**config.mk**
```make
export PLATFORM = sky130hd
export DESIGN_NAME = fifo_wr_arbiter
export DESIGN_NICKNAME = d
export VERILOG_FILES = /design/src/rtl/fifo_wr_arbiter.sv
export SDC_FILE = /design/constraint.sdc
export NUM_CORES = 1
export LEC_CHECK = 0
export ABC_AREA = 1
export CAP_MARGIN = 20
export CORE_MARGIN = 1
export CORE_UTILIZATION = 38
export DETAILED_ROUTE_END_ITERATION = 6
export PLACE_DENSITY = 0.77
export RECOVER_POWER = 25
export SYNTH_ARGS = -nofsm -noshare
export SYNTH_HDL_FRONTEND = slang
export SYNTH_SLANG_ARGS = --single-unit
```
**constraint.sdc**
```tcl
create_clock -name wclk -period 2 [get_ports wclk]
set_clock_uncertainty 0.15 [all_clocks]
set_input_delay 0.4 -clock wclk [delete_from_list [all_inputs] [get_ports wclk]]
set_output_delay 0.4 -clock wclk [all_outputs]
set_load 0.01 [all_outputs]
```
**src/rtl/fifo_wr_arbiter.sv**
```systemverilog
// Purpose : round-robin arbiter granting one of NREQ requesters a burst of up
//           to MAX_BURST beats into a single shared FIFO write port.
// Latency : one IDLE cycle per grant decision; beats then pass combinationally
//           from the granted requester to the FIFO port.
// Backpressure: wfull stalls the burst (ready/winc low, beat count held);
//           the granted requester dropping valid ends the burst.
//
// Ports:
//   wclk, wrst_n   write-domain clock, async active-low reset
//   req_valid      per-requester valid          req_data  packed per-requester data
//   req_ready      one-hot (or zero) accept     wfull     FIFO full flag
//   winc, wdata    FIFO write enable / data
//   gnt_id         current or last granted requester
//   busy           high while a burst is in progress
module fifo_wr_arbiter #(
  parameter int NREQ      = 4,
  parameter int DSIZE     = 8,
  parameter int MAX_BURST = 4
) (
  input  logic                     wclk,
  input  logic                     wrst_n,
  input  logic [NREQ-1:0]          req_valid,
  input  logic [NREQ*DSIZE-1:0]    req_data,
  output logic [NREQ-1:0]          req_ready,
  input  logic                     wfull,
  output logic                     winc,
  output logic [DSIZE-1:0]         wdata,
  output logic [$clog2(NREQ)-1:0]  gnt_id,
  output logic                     busy
);

  localparam int GW = $clog2(NREQ);
  // One extra code point so the counter can sit at MAX_BURST itself.
  localparam int BW = $clog2(MAX_BURST + 1);

  typedef enum logic {
    S_IDLE  = 1'b0,
    S_BURST = 1'b1
  } state_t;

  state_t          r_state;
  state_t          w_next_state;
  logic [GW-1:0]   r_rr_ptr;
  logic [GW-1:0]   r_gnt_id;
  logic [BW-1:0]   r_beat_cnt;

  logic [GW-1:0]   w_sel;
  logic            w_any;
  logic            w_burst_end;
  logic [GW-1:0]   w_gnt_plus1;

  // Round-robin pick: walk from rr_ptr+NREQ-1 down to rr_ptr so the last hit,
  // i.e. the first valid index at or after rr_ptr, is the one that sticks.
  always_comb begin
    w_sel = r_rr_ptr;
    w_any = |req_valid;
    for (int k = NREQ - 1; k >= 0; k--) begin
      int idx;
      idx = int'(r_rr_ptr) + k;
      if (idx >= NREQ) idx = idx - NREQ;
      if (req_valid[idx]) w_sel = GW'(idx);
    end
  end

  assign w_gnt_plus1 = (r_gnt_id == GW'(NREQ - 1)) ? '0 : r_gnt_id + GW'(1);

  // Burst ends on its last beat or as soon as the owner withdraws valid,
  // independent of wfull.
  assign w_burst_end = (winc && (r_beat_cnt == BW'(MAX_BURST - 1)))
                       || !req_valid[r_gnt_id];

  // FSM: state register
  always_ff @(posedge wclk or negedge wrst_n) begin
    if (!wrst_n) r_state <= S_IDLE;
    else         r_state <= w_next_state;
  end

  // FSM: next state
  always_comb begin
    w_next_state = r_state;
    case (r_state)
      S_IDLE:  if (w_any)       w_next_state = S_BURST;
      S_BURST: if (w_burst_end) w_next_state = S_IDLE;
      default:                  w_next_state = S_IDLE;
    endcase
  end

  // FSM: outputs. Everything is decoded from the state register so an
  // asynchronous reset silences winc/ready/busy without waiting for a clock.
  always_comb begin
    busy      = 1'b0;
    winc      = 1'b0;
    req_ready = '0;
    if (r_state == S_BURST) begin
      busy                = 1'b1;
      req_ready[r_gnt_id] = ~wfull;
      winc                = req_valid[r_gnt_id] & ~wfull;
    end
  end

  assign wdata  = req_data[int'(r_gnt_id)*DSIZE +: DSIZE];
  assign gnt_id = r_gnt_id;

  // Grant, beat counter and round-robin pointer.
  always_ff @(posedge wclk or negedge wrst_n) begin
    if (!wrst_n) begin
      r_rr_ptr   <= '0;
      r_gnt_id   <= '0;
      r_beat_cnt <= '0;
    end else begin
      case (r_state)
        S_IDLE: begin
          if (w_any) begin
            r_gnt_id   <= w_sel;
            r_beat_cnt <= '0;
          end
        end
        S_BURST: begin
          if (winc && (r_beat_cnt != BW'(MAX_BURST)))
            r_beat_cnt <= r_beat_cnt + BW'(1);
          if (w_burst_end)
            r_rr_ptr <= w_gnt_plus1;
        end
        default: ;
      endcase
    end
  end

endmodule

```
==> impl_metrics.tcl <==
set metrics [dict create \
    status "finished clean" \
    final_common_cell "clkdlybuf4s50_1" \
    fin_util_pct 70.37 \
    drv_cap 0 \
    wl_per_cell_um 12.66 \
    critical_path.top_delay_family "buffers and inverters" \
    relSlewSlack_pct 70.97 \
    path_clk_slew_ns 0.05 \
    layout_common_cells "39 x clkdlybuf4s50_1, 31 x nand2_1, 22 x nor2_1" \
    cts_max_path_buffers 2 \
    p_leak_nw 0.7979 \
    path_cells "inv_4, buf_12, nor2_1, o22ai_1, clkdlybuf4s15_1" \
    fp.coreArea_um2 2318 \
    initial_utilization_pct 41.93 \
    critical_path.max_stage_delay_ns 0.44 \
    fmax_mhz 511.9 \
    layout-drive-gt1-share_pct 24.89 \
    postCtsSetupRepairBufs 0 \
    cts_num_sinks 8 \
    dieArea_um2 2765 \
    syn_avg_cell_area_um2 6.313 \
    cts_buffers 3 \
    crit_fanout 14 \
    ff2ff_path_depth 11 \
    drt-initial-drc-count 20 \
    crit_type "reg -> out" \
    instances_no_fill 249 \
    die_y_um 52.58 \
    power_density_nw_per_um2 1294 \
    cts_tree "yes" \
    timing.rr.start "r_rr_ptr[0]" \
    fillers 188 \
    grt_antenna_before_repair 0 \
    grt_overflow 0 \
    max_slew.worst_pin.slew_ns 0.4354 \
    crit_required_ns 1.45 \
    grt_pass1_vias 1115 \
    port_buffers 54 \
    num_vias 1233 \
    cts_max_level 1 \
    nets 269 \
    slowest_stage "dfrtp_2" \
    setup_viol 0 \
    timing.setup.tns_ns 0 \
    synthCells 154 \
    finalHoldViolations 0 \
    path_buf_inv 3 \
    clkLatencyLatePin_ns 0.26 \
    synth.distinct_cells 27 \
    row_count 17 \
    synth_area_leader_cell "dfrtp_1" \
    irDropWorstVdd_v 0.0008593 \
    synthTopCellsByArea "dfrtp_1 21%, nand2_1 12%, ha_1 9.0%, o21ai_0 8.8%, nor2_1 8.5%" \
    r2r-end "gnt_id[0]" \
    grt_max_degree 15 \
    synth_nets 200 \
    ys_seq_area_share_pct 20.59 \
    netlist_area_um2 972.2 \
    startpoint_type "flip-flop" \
    synth.yosys.warnings 0 \
    grt_setup_unrepaired "no" \
    maxSlewViolCount 0 \
    drtAntennaViolNets 0 \
    post-route-drc-count 0 \
    post-route-period-util_pct 97.67 \
    cts_root_buf "clkbuf_4" \
    critPathArrivalTime_ns 1.40 \
    min_period_ns 1.953 \
    track_usage_pct 25.47 \
    synth_seq_cells 8 \
    yosys.area.top_type_share_pct 20.59 \
    num_io_pins 55 \
    area_growth_pct 67.82 \
    die_x_um 52.58 \
    num_antenna_cells 0 \
    place_inst 246 \
    wirelength_mm 3.152 \
    crit_path_end_kind "output port" \
    grt_pass1_wl_mm 5.106 \
    routabilityCongestion 0.7203 \
    drtPass1Iterations 5 \
    hold_path_class "in -> async" \
    vias_per_cell 4.952 \
    ff2ff_setup_slack_ns 0.33 \
    dpl.hpwl_mm 2.441 \
]
==> worst register-to-register path: cells and delay by family (launching register included) <==
family / cells / cell delay (ns)
DFF: 1 / 0.60
and+or+nand+nor: 9 / 0.60
buffers and inverters: 2 / 0.20
==> worst max path at each step <==
stage / start / endpoint / slack [ns] / depth (start not counted)
after global placement: wfull / winc / -0.32 / 4
final: gnt_id[0] / wdata[3] / 0.05 / 5
after detailed placement: wfull / req_ready[3] / -0.35 / 4
after floorplan: gnt_id[0] / req_ready[0] / 0.18 / 5
after global routing: gnt_id[0] / wdata[3] / 0.002 / 5
after CTS: gnt_id[0] / req_ready[3] / -0.06 / 5
==> synth_stat cells <==
library cell	count
nand4_1	1
ha_1	7
o21ai_2	2
o22ai_1	8
o22ai_2	1
nand2_1	31
clkinv_4	1
a21oi_1	2
o21ai_1	1
nor2_4	1
o31ai_1	1
nor2_1	22
inv_2	4
buf_4	1
dfrtp_1	8
nand2_4	1
nand3_1	11
o21ai_0	17
a31oi_1	1
o211ai_2	1
nand3_2	1
or2_1	1
buf_6	1
inv_1	16
clkbuf_1	1
nand2_2	10
buf_2	2
==> repair_timing <==
action | 4_1_cts | 5_1_grt
resized for setup | 23 | 26
pin swaps | 0 | 0
hold buffers | 0 | 0
setup endpoints to repair | 13 | 12
==> stage by stage <==
| stage | hold WS [ns] | power (mW) | cell area [um2] | worst slack, ns |
|---|---|---|---|---|
| 4_1_cts | 0.2704 | 2.119 | 1667 | -0.05540 |
| 3_3_place_gp | 0.3508 | 2.001 | 1640 | -0.3213 |
| 3_5_place_dp | 0.3567 | 2.037 | 1640 | -0.3475 |
| 2_1_floorplan | -0.04559 | 1.310 | 972.2 | 0.1758 |
| 5_1_grt | 0.3387 | 2.327 | 1632 | 0.002340 |
| 6_report | 0.3325 | 2.111 | 1632 | 0.04666 |
==> per-layer routing <==
| metal | up-vias | GRT usage, % | share of wire [%] |
|---|---|---|---|
| met5 | - | 0 | 0 |
| met3 | 11 | 5.217 | 3.6 |
| met1 | 547 | 30.11 | 45 |
| li1 | 641 | - | - |
| met2 | 34 | 44.94 | 49 |
| met4 | 0 | 8.772 | 2.4 |
==> area by class of cell <==
cell class	instances	area [um2]	area share, %
clock buffers	3	22.52	1.380
multi-input cells	120	663.1	40.64
repair buffers	69	619.3	37.96
well taps	28	35.03	2.147
inverters	21	88.84	5.445
flip-flops and latches	8	202.7	12.42
==> logic make-up (layout without fill, tap and decap cells) <==
family          after synthesis  in the layout  synth area share, %
flops                         8              8                20.59
fa+ha+maj                     7              7                9.009
compound gates               34             34                21.24
buf+inv                      26             93                11.97
simple gates                 79             79                37.19
==> power breakdown <==
group          internal (mW)  total (mW)  leakage [nW]  switching, mW
Combinational          0.744        1.64         0.688          0.896
Clock                 0.0686       0.123        0.0138         0.0547
Sequential             0.236       0.348        0.0962          0.112
Total                   1.05        2.11         0.798           1.06
==> registers in the layout, summed over array words and instances (netlist names) <==
signal / flops
r_beat_cnt: 3
gnt_id: 2
r_state: 1
r_rr_ptr: 2
Note: power is estimated with default switching activity, not from simulation.
